**config.mk**
```make
export PLATFORM = sky130hd
export DESIGN_NAME = dma_desc_queue
export DESIGN_NICKNAME = d
export VERILOG_FILES = /design/src/rtl/dma_pkg.sv /design/src/rtl/sync_fifo.sv /design/src/rtl/dma_desc_queue.sv
export SDC_FILE = /design/constraint.sdc
export NUM_CORES = 1
export LEC_CHECK = 0
export CAP_MARGIN = 20
export CORE_MARGIN = 2
export CORE_UTILIZATION = 50
export DETAILED_ROUTE_END_ITERATION = 6
export PLACE_DENSITY = 0.78
export RECOVER_POWER = 100
export SLEW_MARGIN = 5
export SYNTH_ARGS = -nofsm -noshare
export SYNTH_HDL_FRONTEND = slang
export SYNTH_SLANG_ARGS = --single-unit
```
**constraint.sdc**
```tcl
create_clock -name clk -period 5.8 [get_ports clk]
set_clock_uncertainty 0.15 [all_clocks]
set_input_delay 0.87 -clock clk [delete_from_list [all_inputs] [get_ports clk]]
set_output_delay 0.87 -clock clk [all_outputs]
set_load 0.01 [all_outputs]
```
**src/rtl/dma_pkg.sv**
```systemverilog
// Shared types for the DMA descriptor queue: descriptor layout, MMIO offsets, FSM states.
package dma_pkg;

  typedef struct packed {
    logic [63:0] src;
    logic [63:0] dst;
    logic [31:0] len;
  } desc_t;

  localparam logic [31:0] REG_SRC_LO   = 32'h10;
  localparam logic [31:0] REG_SRC_HI   = 32'h14;
  localparam logic [31:0] REG_DST_LO   = 32'h18;
  localparam logic [31:0] REG_DST_HI   = 32'h1C;
  localparam logic [31:0] REG_LEN      = 32'h20;
  localparam logic [31:0] REG_DOORBELL = 32'h24;
  localparam logic [31:0] REG_STATUS   = 32'h28;
  localparam logic [31:0] REG_DONE_CNT = 32'h2C;
  localparam logic [31:0] REG_CTRL     = 32'h30;

  typedef enum logic [1:0] {
    ST_IDLE,
    ST_ISSUE,
    ST_WAIT
  } state_t;

endpackage

```
**src/rtl/sync_fifo.sv**
```systemverilog
// Single-clock FIFO with show-ahead read data; a push into a full FIFO is accepted
// when a pop happens in the same cycle.
module sync_fifo #(
  parameter int unsigned WIDTH = 8,
  parameter int unsigned DEPTH = 4,
  parameter int unsigned CW    = $clog2(DEPTH) + 1
) (
  input  logic             clk,
  input  logic             rst_n,
  input  logic             push,
  input  logic [WIDTH-1:0] wdata,
  input  logic             pop,
  output logic [WIDTH-1:0] rdata,
  output logic             full,
  output logic             empty,
  output logic [CW-1:0]    count
);

  localparam int unsigned AW = $clog2(DEPTH);

  logic [WIDTH-1:0] mem [DEPTH];
  logic [AW-1:0]    wr_ptr;
  logic [AW-1:0]    rd_ptr;
  logic             do_push;
  logic             do_pop;

  assign empty   = (count == '0);
  assign full    = (count == CW'(DEPTH));
  assign do_pop  = pop && !empty;
  assign do_push = push && (!full || do_pop);
  assign rdata   = mem[rd_ptr];

  always_ff @(posedge clk) begin
    if (do_push) mem[wr_ptr] <= wdata;
  end

  // Pointers wrap naturally because DEPTH is a power of two.
  always_ff @(posedge clk or negedge rst_n) begin
    if (!rst_n) begin
      wr_ptr <= '0;
      rd_ptr <= '0;
      count  <= '0;
    end else begin
      if (do_push) wr_ptr <= wr_ptr + 1'b1;
      if (do_pop)  rd_ptr <= rd_ptr + 1'b1;
      case ({do_push, do_pop})
        2'b10:   count <= count + 1'b1;
        2'b01:   count <= count - 1'b1;
        default: ;
      endcase
    end
  end

endmodule

```
**src/rtl/dma_desc_queue.sv**
```systemverilog
// MMIO-programmed descriptor queue feeding a DMA engine one descriptor at a time,
// with completion counting and a level interrupt.
module dma_desc_queue
  import dma_pkg::*;
#(
  parameter int unsigned DEPTH      = 4,
  parameter int unsigned ADDR_WIDTH = 48
) (
  input  logic        clk,
  input  logic        rst_n,
  input  logic        cfg_req_valid,
  input  logic        cfg_req_write,
  input  logic [31:0] cfg_req_addr,
  input  logic [31:0] cfg_req_wdata,
  output logic        cfg_resp_valid,
  output logic [31:0] cfg_resp_rdata,
  output logic        dma_start,
  output logic [63:0] dma_src_addr,
  output logic [63:0] dma_dst_addr,
  output logic [31:0] dma_len,
  input  logic        dma_done,
  output logic        irq
);

  localparam int unsigned CW = $clog2(DEPTH) + 1;
  localparam logic [63:0] ADDR_MASK =
    (ADDR_WIDTH >= 64) ? {64{1'b1}} : ((64'd1 << ADDR_WIDTH) - 64'd1);

  logic [31:0]   src_lo, src_hi, dst_lo, dst_hi, len_q;
  logic [31:0]   done_cnt;
  logic          irq_en;
  logic          overflow;
  state_t        state, state_nxt;
  desc_t         push_desc, head_desc, out_desc;
  logic          fifo_pop, fifo_full, fifo_empty;
  logic [CW-1:0] fifo_count;
  logic          wr_en, rd_en, doorbell, done_clr, done_inc, load_out;
  logic [31:0]   rdata_nxt;

  assign wr_en    = cfg_req_valid && cfg_req_write;
  assign rd_en    = cfg_req_valid && !cfg_req_write;
  assign doorbell = wr_en && (cfg_req_addr == REG_DOORBELL);
  assign done_clr = wr_en && (cfg_req_addr == REG_DONE_CNT);

  always_comb begin
    push_desc     = '0;
    push_desc.src = {src_hi, src_lo} & ADDR_MASK;
    push_desc.dst = {dst_hi, dst_lo} & ADDR_MASK;
    push_desc.len = len_q;
  end

  sync_fifo #(
    .WIDTH($bits(desc_t)),
    .DEPTH(DEPTH),
    .CW   (CW)
  ) u_fifo (
    .clk  (clk),
    .rst_n(rst_n),
    .push (doorbell),
    .wdata(push_desc),
    .pop  (fifo_pop),
    .rdata(head_desc),
    .full (fifo_full),
    .empty(fifo_empty),
    .count(fifo_count)
  );

  always_ff @(posedge clk or negedge rst_n) begin
    if (!rst_n) state <= ST_IDLE;
    else        state <= state_nxt;
  end

  // Zero-length descriptors are retired straight out of IDLE without touching the engine.
  always_comb begin
    state_nxt = state;
    fifo_pop  = 1'b0;
    load_out  = 1'b0;
    done_inc  = 1'b0;
    dma_start = 1'b0;
    case (state)
      ST_IDLE: begin
        if (!fifo_empty) begin
          fifo_pop = 1'b1;
          if (head_desc.len == '0) begin
            done_inc = 1'b1;
          end else begin
            load_out  = 1'b1;
            state_nxt = ST_ISSUE;
          end
        end
      end
      ST_ISSUE: begin
        dma_start = 1'b1;
        state_nxt = ST_WAIT;
      end
      ST_WAIT: begin
        if (dma_done) begin
          done_inc  = 1'b1;
          state_nxt = ST_IDLE;
        end
      end
      default: state_nxt = ST_IDLE;
    endcase
  end

  always_ff @(posedge clk or negedge rst_n) begin
    if (!rst_n)        out_desc <= '0;
    else if (load_out) out_desc <= head_desc;
  end

  assign dma_src_addr = out_desc.src;
  assign dma_dst_addr = out_desc.dst;
  assign dma_len      = out_desc.len;

  always_ff @(posedge clk or negedge rst_n) begin
    if (!rst_n) begin
      src_lo <= '0;
      src_hi <= '0;
      dst_lo <= '0;
      dst_hi <= '0;
      len_q  <= '0;
      irq_en <= 1'b0;
    end else if (wr_en) begin
      case (cfg_req_addr)
        REG_SRC_LO: src_lo <= cfg_req_wdata;
        REG_SRC_HI: src_hi <= cfg_req_wdata;
        REG_DST_LO: dst_lo <= cfg_req_wdata;
        REG_DST_HI: dst_hi <= cfg_req_wdata;
        REG_LEN:    len_q  <= cfg_req_wdata;
        REG_CTRL:   irq_en <= cfg_req_wdata[0];
        default:    ;
      endcase
    end
  end

  always_ff @(posedge clk or negedge rst_n) begin
    if (!rst_n) begin
      overflow <= 1'b0;
    end else if (doorbell && fifo_full && !fifo_pop) begin
      overflow <= 1'b1;
    end else if (wr_en && (cfg_req_addr == REG_STATUS) && cfg_req_wdata[3]) begin
      overflow <= 1'b0;
    end
  end

  always_ff @(posedge clk or negedge rst_n) begin
    if (!rst_n) begin
      done_cnt <= '0;
    end else if (done_clr) begin
      done_cnt <= done_inc ? 32'd1 : '0;
    end else if (done_inc && (done_cnt != '1)) begin
      done_cnt <= done_cnt + 32'd1;
    end
  end

  assign irq = irq_en && (done_cnt != '0);

  always_comb begin
    rdata_nxt = '0;
    case (cfg_req_addr)
      REG_SRC_LO:   rdata_nxt = src_lo;
      REG_SRC_HI:   rdata_nxt = src_hi;
      REG_DST_LO:   rdata_nxt = dst_lo;
      REG_DST_HI:   rdata_nxt = dst_hi;
      REG_LEN:      rdata_nxt = len_q;
      REG_STATUS:   rdata_nxt = {16'b0, 8'(fifo_count), 4'b0, overflow,
                                 fifo_full, fifo_empty, state != ST_IDLE};
      REG_DONE_CNT: rdata_nxt = done_cnt;
      REG_CTRL:     rdata_nxt = {31'b0, irq_en};
      default:      rdata_nxt = '0;
    endcase
  end

  always_ff @(posedge clk or negedge rst_n) begin
    if (!rst_n) begin
      cfg_resp_valid <= 1'b0;
      cfg_resp_rdata <= '0;
    end else begin
      cfg_resp_valid <= cfg_req_valid;
      cfg_resp_rdata <= rd_en ? rdata_nxt : '0;
    end
  end

endmodule

```
==> flow_summary.json <==
{
  "synth_area_um2": 33630,
  "reg2reg_from": "u_fifo.rd_ptr[1]",
  "timing_hold_violations_final": 0,
  "grt_first_pass_wirelength_mm": 117.7,
  "fp-row-count": 95,
  "yosys.area_share.simple_pct": 3.002,
  "vias": 18095,
  "coreArea_um2": 66920,
  "synth_top_family_by_area": "multiplexers",
  "end_kind": "flip-flop",
  "synth-edff-count": 512,
  "htreeDepth": 3,
  "drc": 5,
  "p_per_area_nw_per_um2": 338.5,
  "firstDrtPassIters": 7,
  "r2r-end": "dma_dst_addr[25]",
  "synth_area_leaders": "edfxtp_1, dfrtp_1, mux2_2",
  "ctsResizeCount": 0,
  "wire_per_inst_um": 26.40,
  "slew_violations": 809,
  "maxCapViolations": 14,
  "die-area_um2": 69360,
  "critPathArrivalTime_ns": 5.54,
  "synth_seq_cells": 876,
  "relSlewSlack_pct": -162.1,
  "critPathLaunchType": "input pin",
  "synth_ff_type": "edfxtp_1",
  "cts_inserted_buffers": 85,
  "cts_hold_buf": 0,
  "rr_worst_depth": 3,
  "antenna_left": 0,
  "avgSynthCellArea_um2": 18.93,
  "postCtsSetupBuffers": 0,
  "antenna_found_initial": 1,
  "cts_num_sinks": 876,
  "io_pins": 264,
  "gp_congestion": 0.8286,
  "r2r_setup_slack_ns": 0.78,
  "setup_viol": 0,
  "worst_slew_pin_slew_ns": 3.931,
  "crit_required_ns": 6.17,
  "vias_per_cell": 6.066,
  "rsz0062_at_grt": "no",
  "synth-seq-area-share_pct": 72.79,
  "grt_usage_pct": 22.71,
  "synth_cell_types": 53,
  "p_total_mw": 13.38,
  "drive_gt1_share_pct": 27.58,
  "synth-xor-area-share_pct": 0.3646,
  "die_width_um": 263.4,
  "yosys.area.top_type": "edfxtp_1",
  "slowest_stage": "clkbuf_1",
  "antenna_cells": 0,
  "area_growth_syn_to_layout_pct": 17.56,
  "start_util_pct": 50.26,
  "p_leak_nw": 15.29,
  "max_freq_mhz": 193.5,
  "grt_pass1_vias": 18425,
  "final.setup.tns_ns": 0,
  "violations": "design-rule violations, max-capacitance violations, max-slew violations",
  "grt_start_max_net_pins": 118,
  "status": "finished, violations left",
  "path_cells": "dlygate4sd3_1 > nor4_1 > nand4_1 > or2_0 > nor3_1 > clkbuf_1 > nand2_1 > buf_4 > mux2_2",
  "min_path_cells": 2,
  "async_flop_share_pct": 41.55,
  "fin_crit_sh_pct": 89.11,
  "min_from": "dma_src_addr[46]",
  "dp_hpwl_mm": 49.52,
  "hold_path_end": "dma_src_addr[46]",
  "path_class": "input pin to flip-flop",
  "syn_inst": 1777,
  "yosys_warnings": 0,
  "final_nets": 2113,
  "hp-class": "flip-flop to flip-flop",
  "clockRootBuffer": "clkbuf_16",
  "cts_buffer_depth": 3,
  "io_buffer_count": 231,
  "synth.mux.area_fraction_pct": 18.28,
  "die_y_um": 263.4,
  "synth_compound_gate_area_share_pct": 3.292,
  "ir_drop_uv": 247.3,
  "clk_latency_ns": 0.64,
  "wl_mm": 78.76,
  "cts_tree": "yes",
  "crit_fanout": 32,
  "synth_fa_ha_area_share_pct": 0.2827,
  "slowest_delay_ns": 1.27,
  "clk_pin_slew_worst_paths_ns": 0.06,
  "grt_overflow": 0,
  "finalCriticalPeriod_ns": 5.168,
  "synth.top_cell.area_share_pct": 45.71,
  "drt_iter0_markers": 2104
}
## cell type report
class	instances	area, µm²
clock buffers	118	2362
clock inverters	42	437.9
fillers	4715	27380
inverters	13	48.80
multi-input cells	796	8603
flip-flops and latches	876	24490
well taps	873	1092
repair buffers	265	2506
## where the power goes
part | total (mW) | switching [mW] | internal (mW) | leakage (nW)
clock | 5.47 | 2.33 | 3.15 | 1.37
sequential | 6.80 | 0.210 | 6.59 | 10.3
combinational | 1.11 | 0.593 | 0.512 | 3.60
total | 13.4 | 3.13 | 10.3 | 15.3
## state kept, by name, summed over array words and instances (netlist names), 2 cells and up
signal	flops
cfg_resp_rdata	32
dma_dst_addr	48
dma_len	32
dma_src_addr	48
done_cnt	32
dst_hi	32
dst_lo	32
len_q	32
src_hi	32
src_lo	32
state	2
u_fifo.count	3
u_fifo.mem	512
u_fifo.rd_ptr	2
u_fifo.wr_ptr	2
## cells in the final DEF (no fill, tap or decap), types with 23 or more instances in the layout
cell type / instances
conb_1: 32
clkdlybuf4s50_1: 64
clkbuf_1: 30
dlygate4sd3_1: 166
dfrtp_1: 362
a222oi_1: 62
a21oi_1: 39
mux4_2: 128
nor4_1: 23
nand2_1: 46
edfxtp_1: 512
clkbuf_16: 86
mux2_2: 288
## cells in the mapped netlist (all sizes together), types with 2 or more instances
cell	count
a21oi	39
a222oi	62
a31oi	8
and2	5
and3	4
and4	4
buf	69
clkbuf	54
dfrtp	364
edfxtp	512
ha	6
inv	13
mux2	289
mux4	128
nand2	46
nand2b	2
nand3	16
nand4	20
nor2	17
nor2b	2
nor3	8
nor3b	2
nor4	24
o211ai	9
o21ai	19
o31ai	3
or2	3
or3	12
or4	10
xnor2	7
xor2	7
## kinds of logic after synthesis
kind of cell,Yosys count
compound gates,145
xor+xnor,14
fa+ha+maj,7
buf+inv,136
flops,876
mux,418
other cells,1
simple gates,180
## metrics by stage
step           instances  area, µm²  setup slack, ns  util (%)  hold WS, ns
6_report            2983      39540           0.6318     59.09       0.3268
4_1_cts             2982      39720            1.109     59.36       0.2030
2_1_floorplan       1808      33750           0.2802         -       0.3060
3_5_place_dp        2822      36920            1.082     55.17       0.3166
3_3_place_gp        2822      36920            1.119     55.17       0.3210
5_1_grt             2983      39540           0.4411     59.09       0.3677
## layer usage
layer	global-route usage, %	up-vias	wire (µm)
li1	-	7558	-
met1	30.42	9453	30360
met2	36.97	918	39130
met3	4.069	166	5985
met4	9.683	0	3274
met5	0	-	0
## worst max path at each step
stage / startpoint / end / cells past startpoint
2_1_floorplan: cfg_req_addr[6] / u_fifo.mem[2][0] / 6
3_3_place_gp: u_fifo.rd_ptr[0] / done_cnt[3] / 8
3_5_place_dp: u_fifo.rd_ptr[0] / done_cnt[3] / 8
4_1_cts: u_fifo.rd_ptr[0] / done_cnt[3] / 8
5_1_grt: u_fifo.rd_ptr[0] / done_cnt[3] / 8
6_report: cfg_req_addr[9] / len_q[17] / 9
## worst max-delay path: cells and delay by family
kind | cells | cell delay, ns
mux | 1 | 0.31
simple gates | 5 | 2.06
buf+inv | 3 | 2.28
Note: power is estimated with default switching activity, not from simulation.
